## config.mk

```make
export PLATFORM = sky130hd
export DESIGN_NAME = pipe_skid_reg
export DESIGN_NICKNAME = d
export VERILOG_FILES = /design/src/rtl/pipe_pkg.sv /design/src/rtl/pipe_data_reg.sv /design/src/rtl/pipe_skid_reg.sv
export SDC_FILE = /design/constraint.sdc
export NUM_CORES = 1
export LEC_CHECK = 0
export CAP_MARGIN = 20
export CORE_MARGIN = 4
export CORE_UTILIZATION = 40
export CTS_CLUSTER_SIZE = 20
export DETAILED_ROUTE_END_ITERATION = 16
export PLACE_DENSITY_LB_ADDON = 0.25
export SETUP_SLACK_MARGIN = 0.5
export SYNTH_ARGS = -nofsm -noshare
export SYNTH_HDL_FRONTEND = slang
export SYNTH_SLANG_ARGS = --single-unit
```

## constraint.sdc

```tcl
create_clock -name clk -period 5.5 [get_ports clk]
set_clock_uncertainty 0.2 [all_clocks]
set_input_delay 1.1 -clock clk [delete_from_list [all_inputs] [get_ports clk]]
set_output_delay 1.1 -clock clk [all_outputs]
set_load 0.02 [all_outputs]
```

## src/rtl/pipe_pkg.sv

```systemverilog
// pipe_pkg: shared state type and default payload width for the skid pipeline register
package pipe_pkg;
    localparam int DEFAULT_WIDTH = 32;
    typedef enum logic [1:0] {
        EMPTY = 2'd0,
        BUSY  = 2'd1,
        FULL  = 2'd2
    } state_t;
endpackage

```

## src/rtl/pipe_data_reg.sv

```systemverilog
// pipe_data_reg: load-enable data register with asynchronous active-low clear
module pipe_data_reg #(
    parameter int WIDTH = 32
) (
    input  logic             clk,
    input  logic             rst_n,
    input  logic             i_load,
    input  logic [WIDTH-1:0] i_d,
    output logic [WIDTH-1:0] o_q
);
    logic [WIDTH-1:0] r_q;
    always_ff @(posedge clk or negedge rst_n)
        if (!rst_n) r_q <= '0;
        else if (i_load) r_q <= i_d;
    assign o_q = r_q;
endmodule

```

## src/rtl/pipe_skid_reg.sv

```systemverilog
// pipe_skid_reg: two-entry skid pipeline register with registered in_ready and synchronous flush
module pipe_skid_reg
    import pipe_pkg::*;
#(
    parameter int WIDTH = DEFAULT_WIDTH
) (
    input  logic             clk,
    input  logic             reset,
    input  logic             softReset,
    input  logic             in_valid,
    output logic             in_ready,
    input  logic [WIDTH-1:0] in_data,
    output logic             out_valid,
    input  logic             out_ready,
    output logic [WIDTH-1:0] out_data,
    output logic [1:0]       occupancy
);
    state_t           r_state, w_next;
    logic             w_in_fire, w_out_fire, w_load_main, w_load_skid;
    logic [WIDTH-1:0] w_main_d, w_main_q, w_skid_q;

    assign in_ready   = (r_state != FULL);
    assign out_valid  = (r_state == BUSY) || (r_state == FULL);
    assign out_data   = w_main_q;
    assign occupancy  = (r_state == FULL) ? 2'd2 : (r_state == BUSY) ? 2'd1 : 2'd0;
    assign w_in_fire  = in_valid && in_ready;
    assign w_out_fire = out_valid && out_ready;

    // A flush only clears state; data registers keep their contents
    always_comb begin
        w_next      = r_state;
        w_load_main = 1'b0;
        w_load_skid = 1'b0;
        w_main_d    = (r_state == FULL) ? w_skid_q : in_data;
        if (softReset) w_next = EMPTY;
        else
            case (r_state)
                EMPTY: begin
                    w_load_main = w_in_fire;
                    w_next      = w_in_fire ? BUSY : EMPTY;
                end
                BUSY: begin
                    w_load_main = w_in_fire && w_out_fire;
                    w_load_skid = w_in_fire && !w_out_fire;
                    w_next      = (w_in_fire && !w_out_fire) ? FULL : (!w_in_fire && w_out_fire) ? EMPTY : BUSY;
                end
                FULL: begin
                    w_load_main = w_out_fire;
                    w_next      = w_out_fire ? BUSY : FULL;
                end
                default: w_next = EMPTY;
            endcase
    end

    always_ff @(posedge clk or negedge reset)
        if (!reset) r_state <= EMPTY;
        else r_state <= w_next;

    pipe_data_reg #(.WIDTH(WIDTH)) u_main (
        .clk(clk), .rst_n(reset), .i_load(w_load_main), .i_d(w_main_d), .o_q(w_main_q)
    );

    pipe_data_reg #(.WIDTH(WIDTH)) u_skid (
        .clk(clk), .rst_n(reset), .i_load(w_load_skid), .i_d(in_data), .o_q(w_skid_q)
    );
endmodule
```

==> results.json, run 1 <==
{
  "layout.cells.non_filler": 378,
  "regArea_um2": 1650,
  "rsz0062_at_grt": "no",
  "gr-total-overflow": 0,
  "clockRootBuffer": "clkbuf_8",
  "ios": 73,
  "hold_slack_ps": 294,
  "fill_cells": 641,
  "start_util_pct": 41.0,
  "hpwl_um": 3950,
  "die_height_um": 97.0,
  "netlist_instances": 195,
  "viasPerCell": 4.69,
  "vdd_ir_drop_max_mv": 0.224,
  "maxCapViolCount": 0,
  "path_class": "reg2out",
  "hold_class": "reg2reg",
  "core_area_um2": 7730,
  "synthesis.area_um2": 3170,
  "post_cts.repair.setup_buffers": 0,
  "tightestPinTransition_ps": 817,
  "cts_resized": 0,
  "period_share_pct": 64.6,
  "cp_max_fo": 27,
  "final_cell_mix": "clkdlybuf4s50_1, dfrtp_1, mux2_2",
  "place_congestion": 0.743,
  "avgSynthCellArea_um2": 16.2,
  "slowest_delay_ps": 540,
  "diodes": 0,
  "grt_first_pass_wirelength_um": 9900,
  "setup_viol": 0,
  "numCtsBuffers": 9,
  "cp_common_cell": "inv_1",
  "layout.nets": 313,
  "cts_hold_buf": 0,
  "wl_um": 5880,
  "p_leak_nw": 1.77,
  "layout_commonest_cell": "clkdlybuf4s50_1",
  "area.growth.synth_to_final_pct": 32.2,
  "fmax_ghz": 0.281,
  "synth_cell_types": 19,
  "rows": 32,
  "drt_pass1_iterations": 4,
  "critPathLaunchType": "flop",
  "grt_antenna_before_repair": 0,
  "die_w_um": 97.0,
  "drc": 0,
  "endpoint_kind": "primary output",
  "drt_iter0_drc": 60,
  "cts_tree": "yes",
  "grt_pass1_vias": 1970,
  "critPathRequiredTime_ps": 4200,
  "clk_pin_slew_ps": 80,
  "crit_path_cell_trace": "inv_1, ha_2, buf_4, inv_1, clkdlybuf4s50_1",
  "wl_per_cell_um": 15.6,
  "finalHoldViolCount": 0,
  "clock_latency_ps": 330,
  "drv_slew": 0,
  "fin_tns_setup_ps": 0,
  "grt_max_degree": 67,
  "grtUsageTotal_pct": 13.2,
  "ys_ff_latch": 66,
  "multiInputGateArea_um2": 1370,
  "yosysWarningCount": 0,
  "fin_crit_ps": 3550,
  "status": "completed",
  "crit_buf_inv": 4,
  "num_vias": 1772,
  "dieArea_um2": 9400,
  "portBuffers": 72,
  "drive_above_1_share_pct": 42.8,
  "cp.arrival_ps": 2250,
  "slowest_stage": "clkdlybuf4s50_1",
  "clk_path_buf_depth": 2,
  "clock-sinks": 66,
  "placed_cells": 362,
  "synth_nets": 237,
  "ant_nets": 0,
  "p_per_area_nw_per_um2": 439,
  "ys_seq_area_share_pct": 52.2,
  "htree_levels": 3,
  "crit_family": "buffers and inverters",
  "relSlewSlack_pct": 45.5
}
cells by family after synthesis:
group / Yosys count / synth area share (%)
compound gates: 3 / 1.15
simple gates: 9 / 2.25
fa+ha+maj: 5 / 1.98
mux: 96 / 37.7
buf+inv: 16 / 4.74
flops: 66 / 52.2
cells in the mapped netlist:
library cell  number  share of area, %
nand3b_4           1              0.63
buf_2              3              0.47
ha_1               5               2.0
nor2_1             1              0.12
mux2_4            30                14
buf_6              5               1.8
nand2_1            3              0.36
a32oi_1            1              0.28
a31oi_1            1              0.20
or2_2              1              0.20
dfrtp_1           66                52
mux2_2            61                22
a31oi_4            1              0.67
buf_12             3               1.9
nor2b_4            1              0.43
inv_1              5              0.59
mux2_1             5               1.8
and4b_1            1              0.32
nand2b_1           1              0.20
where the power goes:
part / internal (W) / total, W / leakage [nW] / switching [W]
Combinational: 0.000369 / 0.000593 / 0.855 / 0.000224
Sequential: 0.000664 / 0.000754 / 0.791 / 0.0000908
Clock: 0.000301 / 0.000490 / 0.123 / 0.000189
layer usage:
layer	vias to the layer above	routed length [um]	track usage [%]
met1	881	2750	17.2
met5	-	0	0
met4	0	32	3.89
met3	2	335	5.48
met2	49	2760	20.1
li1	840	-	-
path summary, 6_finish.rpt:
path,startpoint,endpoint,slack (ps),cells after the start
hold / removal,u_main.o_q[23],u_main.o_q[23],290,1
setup reg to reg,r_state[0],u_main.o_q[31],2830,8
hold reg to reg,u_main.o_q[23],u_main.o_q[23],290,1
min in group asynchronous,reset,u_skid.o_q[2],730,2
setup / recovery,r_state[0],in_ready,1950,5
max in group asynchronous,reset,u_skid.o_q[7],3830,2
final cells by class:
type                       instances  share of cell area [%]
inverter                           5                   0.448
multi-input combinational        113                    32.7
clock inverter                     7                    2.81
sequential                        66                    39.5
tap                              102                    3.05
timing repair buffer              76                    18.6
clock buffer                       9                    2.96
flip-flops by register name, summed over array words and instances, names as in the netlist:
name / cells
u_main.o_q: 32
u_skid.o_q: 32
r_state: 2
stage by stage:
step | power [W] | setup WS, ps | area, um^2 | util, %
4_1_cts | 0.00186 | 1900 | 4190 | 54.2
3_3_place_gp | 0.00134 | 1740 | 3900 | 50.4
2_1_floorplan | 0.00111 | 2950 | 3170 | -
6_report | 0.00184 | 1950 | 4190 | 54.2
3_5_place_dp | 0.00136 | 1890 | 3940 | 51.0
5_1_grt | 0.00194 | 1820 | 4190 | 54.2
worst register-to-register path, delay by kind of cell (launching register included):
family / cells / cell delay [ps]
fa+ha+maj: 2 / 460
mux: 1 / 350
flops: 1 / 380
compound gates: 1 / 600
buf+inv: 2 / 320
simple gates: 2 / 250
Note: power is estimated with default switching activity, not from simulation.
==> inputs of run 2 (changes only) <==
==> constraint.sdc (replaced) <==
create_clock -name clk -period 3.1 [get_ports clk]
set_clock_uncertainty 0.2 [all_clocks]
set_input_delay 0.62 -clock clk [delete_from_list [all_inputs] [get_ports clk]]
set_output_delay 0.62 -clock clk [all_outputs]
set_load 0.02 [all_outputs]
==> run 2 against run 1 <==
Critical path depth is 1 lower. First-iteration DRC count fell by 30%. Final area rose by 0.96%. Highest routed layer unchanged.
==> results.json, run 2 (same netlist as run 1, synthesis figures left out) <==
{
  "portBuffers": 72,
  "crit_buf_inv": 3,
  "place_congestion": 0.692,
  "power_w": 0.00319,
  "drt_iter0_drc": 42,
  "die_height_um": 97.0,
  "fin_tns_setup_ps": 0,
  "wl_per_cell_um": 15.5,
  "numCtsBuffers": 9,
  "critPathLaunchType": "flop",
  "maxCapViolCount": 0,
  "drive_above_1_share_pct": 44.0,
  "hold_class": "in2async",
  "crit_family": "buffers and inverters",
  "hpwl_um": 4120,
  "rows": 32,
  "p_per_area_nw_per_um2": 754,
  "start_util_pct": 41.0,
  "wl_um": 5960,
  "ant_nets": 0,
  "tightestPinTransition_ps": 767,
  "slowest_delay_ps": 590,
  "cts_hold_buf": 0,
  "finalHoldViolCount": 0,
  "vdd_ir_drop_max_mv": 0.384,
  "fmax_ghz": 0.403,
  "crit_path_cell_trace": "inv_1, ha_4, inv_1, clkdlybuf4s50_1",
  "dieArea_um2": 9400,
  "grt_pass1_vias": 2029,
  "layout_commonest_cell": "clkdlybuf4s50_1",
  "clock_latency_ps": 340,
  "cp_max_fo": 8,
  "setup_slack_ps": 619,
  "clockRootBuffer": "clkbuf_8",
  "layout.nets": 319,
  "cp.arrival_ps": 1660,
  "grt_max_degree": 35,
  "area.growth.synth_to_final_pct": 33.5,
  "cp_common_cell": "inv_1",
  "clock-sinks": 66,
  "htree_levels": 3,
  "num_vias": 1867,
  "status": "completed",
  "postPlaceCellArea_um2": 3970,
  "diodes": 0,
  "final_cell_area_um2": 4230,
  "endpoint_kind": "primary output",
  "drc": 0,
  "preCtsSetupSlack_ps": 350,
  "drt_pass1_iterations": 4,
  "grt_first_pass_wirelength_um": 10100,
  "viasPerCell": 4.86,
  "critPathRequiredTime_ps": 2280,
  "final_util_pct": 54.7,
  "clk_pin_slew_ps": 70,
  "die_w_um": 97.0,
  "rsz0062_at_grt": "no",
  "fin_crit_ps": 2480,
  "clk_path_buf_depth": 2,
  "period_share_pct": 80.0,
  "slowest_stage": "clkdlybuf4s50_1",
  "ios": 73,
  "setup_viol": 0,
  "drv_slew": 0,
  "final_cell_mix": "clkdlybuf4s50_1, dfrtp_1, mux2_2",
  "gr-total-overflow": 0,
  "core_area_um2": 7730,
  "path_class": "reg2out",
  "grt_antenna_before_repair": 0,
  "relSlewSlack_pct": 48.8,
  "grtUsageTotal_pct": 13.4,
  "cts_tree": "yes",
  "p_leak_nw": 1.83
}
run 2: changes by cell type in the layout (fill, tap and decap cells not counted), sizes merged:
| cell | previous run | this run |
|---|---|---|
| dlymetal6s2s | 0 | 2 |
| buf | 5 | 11 |
| clkdlybuf4s50 | 71 | 68 |
| dlygate4sd2 | 0 | 1 |
| bufinv | 3 | 2 |
| clkbuf | 9 | 10 |
run 2: power breakdown:
| part | internal [W] | total [W] | switching [W] |
|---|---|---|---|
| clock | 0.000469 | 0.000786 | 0.000317 |
| combinational | 0.000658 | 0.00105 | 0.000396 |
| sequential | 0.00118 | 0.00135 | 0.000170 |
| total | 0.00230 | 0.00319 | 0.000883 |
run 2: cell type report:
| type | instances | area (um^2) |
|---|---|---|
| fill | 651 | 3500 |
| sequential | 66 | 1650 |
| multi-input combinational | 113 | 1380 |
| timing repair buffer | 82 | 832 |
| clock buffer | 10 | 138 |
| tap | 102 | 128 |
| clock inverter | 6 | 80.1 |
| inverter | 5 | 18.8 |
run 2: path summary, 6_finish.rpt:
path / to / cells after the start / slack, ps / start
min in group clk: u_main.o_q[6] / 1 / 300 / u_main.o_q[6]
hold reg to reg: u_main.o_q[6] / 1 / 300 / u_main.o_q[6]
setup reg to reg: u_main.o_q[16] / 9 / 730 / r_state[0]
hold / removal: u_skid.o_q[30] / 1 / 160 / reset
max in group asynchronous: u_skid.o_q[11] / 2 / 1910 / reset
setup / recovery: in_ready / 4 / 620 / r_state[0]
run 2: worst reg2reg max path: cells and delay by family (launching register included):
kind                       cells  cell delay [ps]
AOI/OAI and AO/OA              1              190
adders and majority gates      2              350
buffers and inverters          3              550
DFF                            1              380
muxes                          1              380
and+or+nand+nor                2              200
run 2: through the flow:
step,hold WS (ps),cells
5_1_grt,212,384
4_1_cts,172,381
3_3_place_gp,278,365
2_1_floorplan,124,195
6_report,156,384
3_5_place_dp,280,365
run 2: repair_timing:
action | CTS | global route
setup endpoints to repair | 2 | 3
setup buffers | 0 | 3
pin swaps | 0 | 0
resized for setup | 2 | 2
run 2: per-layer routing:
| metal | up-vias | share of wire (%) | global-route usage, % |
|---|---|---|---|
| li1 | 854 | - | - |
| met1 | 951 | 45 | 16.5 |
| met2 | 51 | 47 | 21.4 |
| met3 | 11 | 5.9 | 4.83 |
| met4 | 0 | 1.9 | 5.51 |
| met5 | - | 0 | 0 |
==> inputs of run 3 (changes only) <==
==> constraint.sdc (replaced) <==
create_clock -name clk -period 2.4 [get_ports clk]
set_clock_uncertainty 0.2 [all_clocks]
set_input_delay 0.48 -clock clk [delete_from_list [all_inputs] [get_ports clk]]
set_output_delay 0.48 -clock clk [all_outputs]
set_load 0.02 [all_outputs]
==> run 3 against run 2 <==
Critical path depth is 6 higher. Combinational power is 36% higher. Final cell count is 4.7% higher. Sequential share of layout area is 2.8 points lower. Wire length is 15% higher. Power is 26% higher. Hold slack better by 150 ps. Final area is 7.9% higher. Critical endpoint is now u_main.o_q[23]. Via count is 2.4% higher. Largest power group unchanged. Die area stayed put.
==> results.json, run 3 (same netlist as run 1, synthesis figures left out) <==
{
  "dieArea_um2": 9400,
  "grt_antenna_before_repair": 0,
  "finalHoldViolCount": 0,
  "period_share_pct": 91.3,
  "layout.nets": 337,
  "final_cell_mix": "dfrtp_1, mux2_4, mux2_2",
  "relSlewSlack_pct": 75.7,
  "rows": 32,
  "fin_crit_ps": 2190,
  "layout_commonest_cell": "dfrtp_1",
  "p_leak_nw": 2.04,
  "drc": 0,
  "critPathLaunchType": "flop",
  "start_util_pct": 41.0,
  "setup_viol": 0,
  "area.growth.synth_to_final_pct": 44.0,
  "path_class": "reg2reg",
  "layout.cells.non_filler": 402,
  "drt_iter0_drc": 40,
  "tightestPinTransition_ps": 365,
  "drt_pass1_iterations": 3,
  "clockRootBuffer": "clkbuf_8",
  "cts_tree": "yes",
  "endpoint_kind": "flop",
  "die_height_um": 97.0,
  "cp_max_fo": 8,
  "wl_per_cell_um": 17.0,
  "core_area_um2": 7730,
  "regArea_um2": 1650,
  "wl_um": 6840,
  "grtUsageTotal_pct": 14.6,
  "numCtsBuffers": 9,
  "p_per_area_nw_per_um2": 880,
  "maxCapViolCount": 0,
  "slowest_stage": "dfrtp_1",
  "placed_cells": 368,
  "htree_levels": 3,
  "final_util_pct": 59.0,
  "grt_pass1_vias": 2122,
  "crit_family": "buffers and inverters",
  "multiInputGateArea_um2": 1500,
  "ios": 73,
  "rsz0062_at_grt": "yes",
  "clock-sinks": 66,
  "fmax_ghz": 0.457,
  "hold_class": "reg2reg",
  "place_congestion": 0.711,
  "slowest_delay_ps": 390,
  "num_vias": 1912,
  "clk_path_buf_depth": 2,
  "clock_latency_ps": 340,
  "crit_path_cell_trace": "inv_2, ha_4, nand2_4, inv_4, ha_4, nand2_4, a31oi_4, buf_12, clkbuf_16, mux2_4",
  "hpwl_um": 4010,
  "crit_buf_inv": 4,
  "critPathRequiredTime_ps": 2430,
  "gr-total-overflow": 0,
  "viasPerCell": 4.76,
  "vdd_ir_drop_max_mv": 0.468,
  "fill_cells": 608,
  "portBuffers": 72,
  "clk_pin_slew_ps": 70,
  "cp.arrival_ps": 2220,
  "status": "completed",
  "grt_first_pass_wirelength_um": 10900,
  "drive_above_1_share_pct": 52.3,
  "diodes": 0,
  "drv_slew": 0,
  "die_w_um": 97.0,
  "fin_tns_setup_ps": 0,
  "ant_nets": 0,
  "grt_max_degree": 67
}
## run 3: timing repair
item                       CTS  global route
resized for setup           57            34
buffers inserted             8             5
hold buffers                 1             0
setup endpoints to repair  100            68
gates cloned                 2             2
hold endpoints to repair    66             0
pin swaps                    1             2
## run 3: worst paths after layout
check	from	end	slack [ps]	cells past startpoint
min reg2reg	u_main.o_q[2]	u_main.o_q[2]	300	1
max reg2reg	r_state[0]	u_main.o_q[23]	210	10
min in group asynchronous	reset	u_skid.o_q[2]	470	3
max in group asynchronous	reset	u_main.o_q[30]	1220	3
max	r_state[0]	u_main.o_q[23]	210	10
min	u_main.o_q[2]	u_main.o_q[2]	300	1
## run 3: power breakdown
group          switching [W]  internal, W
sequential          0.000219      0.00152
combinational       0.000558     0.000869
clock               0.000443     0.000402
## run 3: stage by stage
step / power [W] / hold WS (ps) / setup slack, ps / area [um^2]
final: 0.00401 / 302 / 210 / 4560
after global routing: 0.00424 / 316 / 149 / 4560
after CTS: 0.00393 / 286 / 212 / 4340
after detailed placement: 0.00315 / 274 / -59.7 / 4040
after global placement: 0.00312 / 276 / -52.3 / 4040
after floorplan: 0.00256 / -15.6 / 279 / 3190
## run 3: metal layers
layer	part of all wire, %	wire length (um)	track usage, %
met5	0	0	0
met4	0.75	51	3.56
met3	4.2	288	5.26
met2	49	3360	23.4
met1	46	3140	19.0
## run 3: layout make-up
cell class / instances / share of cell area (%)
Clock buffer: 10 / 3.02
Clock inverter: 6 / 0.906
Inverter: 5 / 0.467
Multi-Input combinational cell: 113 / 32.9
Sequential cell: 66 / 36.3
Tap cell: 102 / 2.80
Timing Repair Buffer: 100 / 23.6
